$ cat config.mk
export PLATFORM = sky130hd
export DESIGN_NAME = ias_fetch_unit_flat
export DESIGN_NICKNAME = d
export VERILOG_FILES = /design/src/rtl/ias_pkg.sv /design/src/rtl/ias_fetch_unit_if.sv /design/src/rtl/ias_ibr.sv /design/src/rtl/ias_fetch_unit.sv /design/src/flat_wrapper.sv
export SDC_FILE = /design/constraint.sdc
export NUM_CORES = 1
export LEC_CHECK = 0
export ABC_CLOCK_PERIOD_IN_PS = 2200
export CORE_MARGIN = 4
export CORE_UTILIZATION = 48
export DETAILED_ROUTE_END_ITERATION = 6
export GPL_ROUTABILITY_DRIVEN = 0
export GPL_TIMING_DRIVEN = 0
export PLACE_DENSITY = 0.8
export REMOVE_ABC_BUFFERS = 1
export SYNTH_ARGS = -nofsm -noshare
export SYNTH_HDL_FRONTEND = slang
export SYNTH_SLANG_ARGS = --single-unit
$ cat constraint.sdc
create_clock -name clk -period 2.2 [get_ports clk]
set_input_delay 0.33 -clock clk [delete_from_list [all_inputs] [get_ports clk]]
set_output_delay 0.33 -clock clk [all_outputs]
set_load 0.03 [all_outputs]
$ cat src/rtl/ias_pkg.sv
// Shared types and field widths for the IAS instruction fetch unit.
// A memory word carries two {opcode, address} instructions, left half first.
package ias_pkg;

    localparam int OP_W    = 8;
    localparam int ADDR_W  = 8;
    localparam int INSTR_W = OP_W + ADDR_W;
    localparam int WORD_W  = 2 * INSTR_W;

    localparam logic [OP_W-1:0] OP_HALT = 8'hFF;
    localparam logic [OP_W-1:0] OP_NOP  = 8'h00;

    typedef enum logic [1:0] {
        FETCH,
        ISSUE_L,
        ISSUE_R,
        HALT
    } fetch_state_t;

endpackage

$ cat src/rtl/ias_fetch_unit_if.sv
// Memory-fetch, issue and redirect signals between the fetch unit and its
// environment; master is the fetch unit, slave is memory plus execute stage.
interface ias_fetch_unit_if #(
    parameter int OP_W   = ias_pkg::OP_W,
    parameter int ADDR_W = ias_pkg::ADDR_W
);
    localparam int WORD_W = 2 * (OP_W + ADDR_W);

    logic              mem_req;
    logic [ADDR_W-1:0] mem_addr;
    logic              mem_ack;
    logic [WORD_W-1:0] mem_rdata;
    logic              issue_valid;
    logic              issue_ready;
    logic [OP_W-1:0]   opcode;
    logic [ADDR_W-1:0] address;
    logic              jump_valid;
    logic [ADDR_W-1:0] jump_addr;
    logic              jump_right;
    logic              halted;
    logic [ADDR_W-1:0] pc_out;

    modport master (
        output mem_req, mem_addr, issue_valid, opcode, address, halted, pc_out,
        input  mem_ack, mem_rdata, issue_ready, jump_valid, jump_addr, jump_right
    );

    modport slave (
        input  mem_req, mem_addr, issue_valid, opcode, address, halted, pc_out,
        output mem_ack, mem_rdata, issue_ready, jump_valid, jump_addr, jump_right
    );

endinterface

$ cat src/rtl/ias_ibr.sv
// Instruction buffer register: parks the right-half instruction of a fetched
// word so it can issue without a second memory access.
module ias_ibr #(
    parameter int W = ias_pkg::INSTR_W
) (
    input  logic         clk_i,
    input  logic         rst_ni,
    input  logic         load_i,
    input  logic [W-1:0] data_i,
    input  logic         consume_i,
    input  logic         flush_i,
    output logic         valid_o,
    output logic [W-1:0] data_o
);

    logic         valid_q;
    logic [W-1:0] data_q;

    // A redirect always wins: whatever was parked belongs to the old stream.
    always_ff @(posedge clk_i or negedge rst_ni) begin
        if (!rst_ni) begin
            valid_q <= 1'b0;
            data_q  <= '0;
        end else if (flush_i) begin
            valid_q <= 1'b0;
        end else if (load_i) begin
            valid_q <= 1'b1;
            data_q  <= data_i;
        end else if (consume_i) begin
            valid_q <= 1'b0;
        end
    end

    assign valid_o = valid_q;
    assign data_o  = data_q;

endmodule

$ cat src/rtl/ias_fetch_unit.sv
// IAS fetch stage: one memory read per word, issues left then right half,
// handles redirects (optionally into the right half) and stops on HALT.
module ias_fetch_unit #(
    parameter int              OP_W    = ias_pkg::OP_W,
    parameter int              ADDR_W  = ias_pkg::ADDR_W,
    parameter logic [OP_W-1:0] HALT_OP = ias_pkg::OP_HALT
) (
    input logic              clk,
    input logic              reset,
    ias_fetch_unit_if.master bus
);
    import ias_pkg::*;

    localparam int IW = OP_W + ADDR_W;

    fetch_state_t      state_q;
    logic [ADDR_W-1:0] pc_q;
    logic [ADDR_W-1:0] mem_addr_q;
    logic [ADDR_W-1:0] address_q;
    logic [OP_W-1:0]   opcode_q;
    logic              mem_req_q;
    logic              issue_valid_q;
    logic              halted_q;
    logic              skip_left_q;
    logic              discard_q;

    logic          ibr_valid;
    logic [IW-1:0] ibr_data;
    logic [IW-1:0] word_l;
    logic [IW-1:0] word_r;
    logic          good_ack;
    logic          handshake;
    logic          is_halt;

    assign word_l    = bus.mem_rdata[2*IW-1:IW];
    assign word_r    = bus.mem_rdata[IW-1:0];
    assign good_ack  = mem_req_q && bus.mem_ack && !discard_q && !bus.jump_valid;
    assign handshake = issue_valid_q && bus.issue_ready && !bus.jump_valid;
    assign is_halt   = (opcode_q == HALT_OP);

    ias_ibr #(.W(IW)) u_ibr (
        .clk_i     (clk),
        .rst_ni    (reset),
        .load_i    (good_ack),
        .data_i    (word_r),
        .consume_i (handshake && (state_q == ISSUE_L) && !is_halt),
        .flush_i   (bus.jump_valid),
        .valid_o   (ibr_valid),
        .data_o    (ibr_data)
    );

    always_ff @(posedge clk or negedge reset) begin
        if (!reset) begin
            state_q       <= FETCH;
            pc_q          <= '0;
            mem_addr_q    <= '0;
            opcode_q      <= '0;
            address_q     <= '0;
            mem_req_q     <= 1'b0;
            issue_valid_q <= 1'b0;
            halted_q      <= 1'b0;
            skip_left_q   <= 1'b0;
            discard_q     <= 1'b0;
        end else if (bus.jump_valid) begin
            state_q       <= FETCH;
            pc_q          <= bus.jump_addr;
            skip_left_q   <= bus.jump_right;
            halted_q      <= 1'b0;
            issue_valid_q <= 1'b0;
            // An outstanding read cannot be withdrawn: keep asking for the old
            // word and throw it away when it arrives.
            mem_req_q     <= mem_req_q && !bus.mem_ack;
            discard_q     <= mem_req_q && !bus.mem_ack;
        end else begin
            case (state_q)
                FETCH: begin
                    if (!mem_req_q) begin
                        mem_req_q  <= 1'b1;
                        mem_addr_q <= pc_q;
                    end else if (bus.mem_ack) begin
                        mem_req_q <= 1'b0;
                        discard_q <= 1'b0;
                        if (!discard_q) begin
                            pc_q          <= pc_q + 1'b1;
                            issue_valid_q <= 1'b1;
                            if (skip_left_q) begin
                                {opcode_q, address_q} <= word_r;
                                skip_left_q           <= 1'b0;
                                state_q               <= ISSUE_R;
                            end else begin
                                {opcode_q, address_q} <= word_l;
                                state_q               <= ISSUE_L;
                            end
                        end
                    end
                end
                ISSUE_L: begin
                    if (handshake) begin
                        if (is_halt) begin
                            issue_valid_q <= 1'b0;
                            halted_q      <= 1'b1;
                            state_q       <= HALT;
                        end else if (ibr_valid) begin
                            {opcode_q, address_q} <= ibr_data;
                            state_q               <= ISSUE_R;
                        end else begin
                            issue_valid_q <= 1'b0;
                            state_q       <= FETCH;
                        end
                    end
                end
                ISSUE_R: begin
                    if (handshake) begin
                        issue_valid_q <= 1'b0;
                        if (is_halt) begin
                            halted_q <= 1'b1;
                            state_q  <= HALT;
                        end else begin
                            state_q <= FETCH;
                        end
                    end
                end
                HALT: begin
                end
                default: state_q <= FETCH;
            endcase
        end
    end

    assign bus.mem_req     = mem_req_q;
    assign bus.mem_addr    = mem_addr_q;
    assign bus.issue_valid = issue_valid_q && !bus.jump_valid;
    assign bus.opcode      = opcode_q;
    assign bus.address     = address_q;
    assign bus.halted      = halted_q;
    assign bus.pc_out      = pc_q;

endmodule
$ cat src/flat_wrapper.sv
// flat-port wrapper written by rule: the top's interface ports become plain ports
module ias_fetch_unit_flat import ias_pkg::*;
#(
    parameter int              OP_W    = ias_pkg::OP_W,
    parameter int              ADDR_W  = ias_pkg::ADDR_W,
    parameter logic [OP_W-1:0] HALT_OP = ias_pkg::OP_HALT
)
  (clk, reset, bus_mem_req, bus_mem_addr, bus_issue_valid, bus_opcode, bus_address, bus_halted, bus_pc_out, bus_mem_ack, bus_mem_rdata, bus_issue_ready, bus_jump_valid, bus_jump_addr, bus_jump_right);
  ias_fetch_unit_if #(.OP_W(OP_W), .ADDR_W(ADDR_W)) bus_i ();
  input logic clk;
  input logic reset;
  output wire logic [$bits(bus_i.mem_req)-1:0] bus_mem_req;
  output wire logic [$bits(bus_i.mem_addr)-1:0] bus_mem_addr;
  output wire logic [$bits(bus_i.issue_valid)-1:0] bus_issue_valid;
  output wire logic [$bits(bus_i.opcode)-1:0] bus_opcode;
  output wire logic [$bits(bus_i.address)-1:0] bus_address;
  output wire logic [$bits(bus_i.halted)-1:0] bus_halted;
  output wire logic [$bits(bus_i.pc_out)-1:0] bus_pc_out;
  input wire logic [$bits(bus_i.mem_ack)-1:0] bus_mem_ack;
  input wire logic [$bits(bus_i.mem_rdata)-1:0] bus_mem_rdata;
  input wire logic [$bits(bus_i.issue_ready)-1:0] bus_issue_ready;
  input wire logic [$bits(bus_i.jump_valid)-1:0] bus_jump_valid;
  input wire logic [$bits(bus_i.jump_addr)-1:0] bus_jump_addr;
  input wire logic [$bits(bus_i.jump_right)-1:0] bus_jump_right;
  assign bus_mem_req = bus_i.mem_req;
  assign bus_mem_addr = bus_i.mem_addr;
  assign bus_issue_valid = bus_i.issue_valid;
  assign bus_opcode = bus_i.opcode;
  assign bus_address = bus_i.address;
  assign bus_halted = bus_i.halted;
  assign bus_pc_out = bus_i.pc_out;
  assign bus_i.mem_ack = bus_mem_ack;
  assign bus_i.mem_rdata = bus_mem_rdata;
  assign bus_i.issue_ready = bus_issue_ready;
  assign bus_i.jump_valid = bus_jump_valid;
  assign bus_i.jump_addr = bus_jump_addr;
  assign bus_i.jump_right = bus_jump_right;
  ias_fetch_unit #(.OP_W(OP_W), .ADDR_W(ADDR_W), .HALT_OP(HALT_OP)) u_core (.clk(clk), .reset(reset), .bus(bus_i));
endmodule
==> impl_metrics.tcl <==
set metrics [dict create \
    num_io_pins 81 \
    worstSetupEndpointType "output port" \
    drtAntennaViolNets 0 \
    synth_xor_area_frac 0.0216 \
    avgSynthCellArea_sq_um 11.7 \
    p_leak_uw 0.00154 \
    slew_viol_final 0 \
    clock-root-buffer "clkbuf_8" \
    clkSlewWorstSetupHoldPaths_ns 0.09 \
    synth_top_family_by_area "multiplexers" \
    synth-simple-area-share 0.100 \
    nFillCells 458 \
    muxShareOfSynthArea 0.239 \
    async_reset_ff_frac 1.00 \
    die_x_um 84.9 \
    finalHoldViolCount 0 \
    layout.cells.non_filler 390 \
    worstMarginPinSlew_ns 1.02 \
    diodes 0 \
    fmax_ghz 0.476 \
    drive_gt1_frac 0.189 \
    synth_edf_count 0 \
    grt-ovfl-total 0 \
    clkLatencyLatePin_ns 0.31 \
    netlist_area_sq_mm 0.00284 \
    finalCritPeriodShare 0.955 \
    synth_top_area_frac 0.493 \
    netlist_instances 242 \
    cts_tree "yes" \
    antenna_found_initial 0 \
    drc_errors 0 \
    synth_compound_area_frac 0.0925 \
    dpl.cell_count 381 \
    worstPathMaxFanout 32 \
    ys_ff_latch 56 \
    track_usage 0.183 \
    numPortBuffers 80 \
    h-tree-depth 2 \
    arrival_ns 1.77 \
    required_ns 1.87 \
    fin_nets 367 \
    peakVddDrop_v 0.000934 \
    drt_iter0_drc 73 \
    drv_cap 0 \
    worstHoldPathType "in -> async" \
    core-area_sq_mm 0.00561 \
    num_vias 2097 \
    cts_buffer_depth 2 \
    ys_seq_area_frac 0.493 \
    outcome "finished clean" \
    dr.pass1.iters 4 \
    ys.flop_type "dfrtp_1" \
    rsz0062_at_grt "no" \
    yosys_warnings 0 \
    r2r_cells 6 \
    hpwl_mm 4.61 \
    wl_per_cell_um 16.3 \
    layout_common_cells "clkdlybuf4s50_1 (78), dfrtp_1 (56), nand2_1 (32)" \
    criticalPathCategory "in -> out" \
    synthDominantAreaCellType "dfrtp_1" \
    rows 27 \
    clock_skew_ns 0.0104 \
    drt_wl_total_mm 6.36 \
    worstSetupStartpointType "input pin" \
    final_common_cell "clkdlybuf4s50_1" \
    grt_pass1_vias 2175 \
    cts_sinks 56 \
    dieArea_sq_mm 0.00721 \
    start_util 0.507 \
    finish.utilization 0.678 \
    cts_buffers 5 \
    grt_pass1_wl_mm 10.5 \
    grt_max_degree 38 \
    area_growth_pct 33.9 \
    vias_per_cell 5.38 \
    synthAdderAreaFrac 0.0176 \
    synth.area.top_cells "dfrtp_1 (49%), mux2_2 (12%), mux2i_1 (6.3%)" \
    die_height_um 84.9 \
    ys_types 42 \
    finalSetupViolCount 0 \
    period_minus_slack_ns 2.10 \
    cellPowerDensity_mw_per_mm2 1260 \
    relSlewSlack 0.320 \
]
## through the flow
step	power [uW]	TNS, ns	setup slack (ns)	area [sq um]	hold WS, ns
global placement	4120	-91.49	-1.03	3650	0.473
detailed placement	4190	-37.36	-1.03	3660	0.390
CTS	4820	0	0.0541	3790	0.0481
global route	5100	0	0.0213	3800	0.0801
finish	4800	0	0.0989	3800	0.0324
floorplan	3270	-5.65	-0.389	2760	0.0344
## routing by layer
layer	routed length [um]	up-vias	global-route usage
li1	-	1007	-
met1	2710	1027	0.227
met2	3280	50	0.314
met3	230	13	0.0330
met4	142	0	0.0705
met5	0	-	0
## path summary, 6_finish.rpt
| kind | start | to | slack (ns) |
|---|---|---|---|
| worst max-delay path | bus_jump_valid | bus_issue_valid | 0.1 |
| worst min-delay path | reset | u_core.bus.address[4]$_DFFE_PN0P_ | 0.03 |
| worst max register to register | u_core.state_q[1]$_DFFE_PN0P_ | u_core.bus.address[7]$_DFFE_PN0P_ | 0.16 |
| worst min register to register | u_core.u_ibr.data_o[1]$_DFFE_PN0P_ | u_core.u_ibr.data_o[1]$_DFFE_PN0P_ | 0.49 |
| max in group asynchronous | reset | u_core.u_ibr.data_o[14]$_DFFE_PN0P_ | 1.59 |
| min in group clk | u_core.u_ibr.data_o[1]$_DFFE_PN0P_ | u_core.u_ibr.data_o[1]$_DFFE_PN0P_ | 0.49 |
## critical path, cell delays in order
cell and delay [ns]:
clkdlybuf4s15_2 0.46, nor2b_1 0.28, clkdlybuf4s50_1 0.70
## Yosys cell counts, drive strengths merged (4+ instances only)
| library cell | count |
|---|---|
| ha | 4 |
| nor2 | 6 |
| clkbuf | 7 |
| xnor2 | 5 |
| nand2 | 32 |
| dfrtp | 56 |
| inv | 4 |
| nand2b | 4 |
| buf | 7 |
| o21ai | 26 |
| mux2i | 18 |
| mux2 | 41 |
## where the power goes
part / internal, uW / leakage (uW) / switching, uW
combinational: 1200 / 0.000815 / 1210
sequential: 1470 / 0.000677 / 336
clock: 252 / 0.0000510 / 335
## cell families (layout without fill, tap and decap cells)
family / after synthesis / after routing
muxes: 59 / 59
and+or+nand+nor: 58 / 58
DFF: 56 / 56
AOI/OAI and AO/OA: 40 / 40
buffers and inverters: 18 / 94
xor gates and xnor gates: 7 / 7
adders and majority gates: 4 / 4
## flip-flops by register name, summed over array words and instances, names as in the netlist, 2 cells and up
name,flops
u_core.bus.address,8
u_core.u_ibr.data_o,16
u_core.bus.pc_out,8
u_core.bus.opcode,8
u_core.bus.mem_addr,8
u_core.state_q,2
## timing repair
action | 4_1_cts | 5_1_grt
pin swaps | 1 | 0
gates resized for setup | 6 | 2
setup buffers | 1 | 0
hold buffers | 0 | 0
endpoints found under the setup margin | 45 | 16
## final cells by class
| cell class | instances | area, sq um | area share |
|---|---|---|---|
| clock buffers | 6 | 82.6 | 0.0217 |
| well taps | 72 | 90.1 | 0.0237 |
| repair buffers | 82 | 837 | 0.220 |
| flip-flops and latches | 56 | 1400 | 0.368 |
| multi-input cells | 168 | 1370 | 0.360 |
| inverters | 4 | 15.0 | 0.00395 |
| clock inverters | 2 | 10.0 | 0.00263 |
No activity file was read; power rests on OpenSTA's default activity.
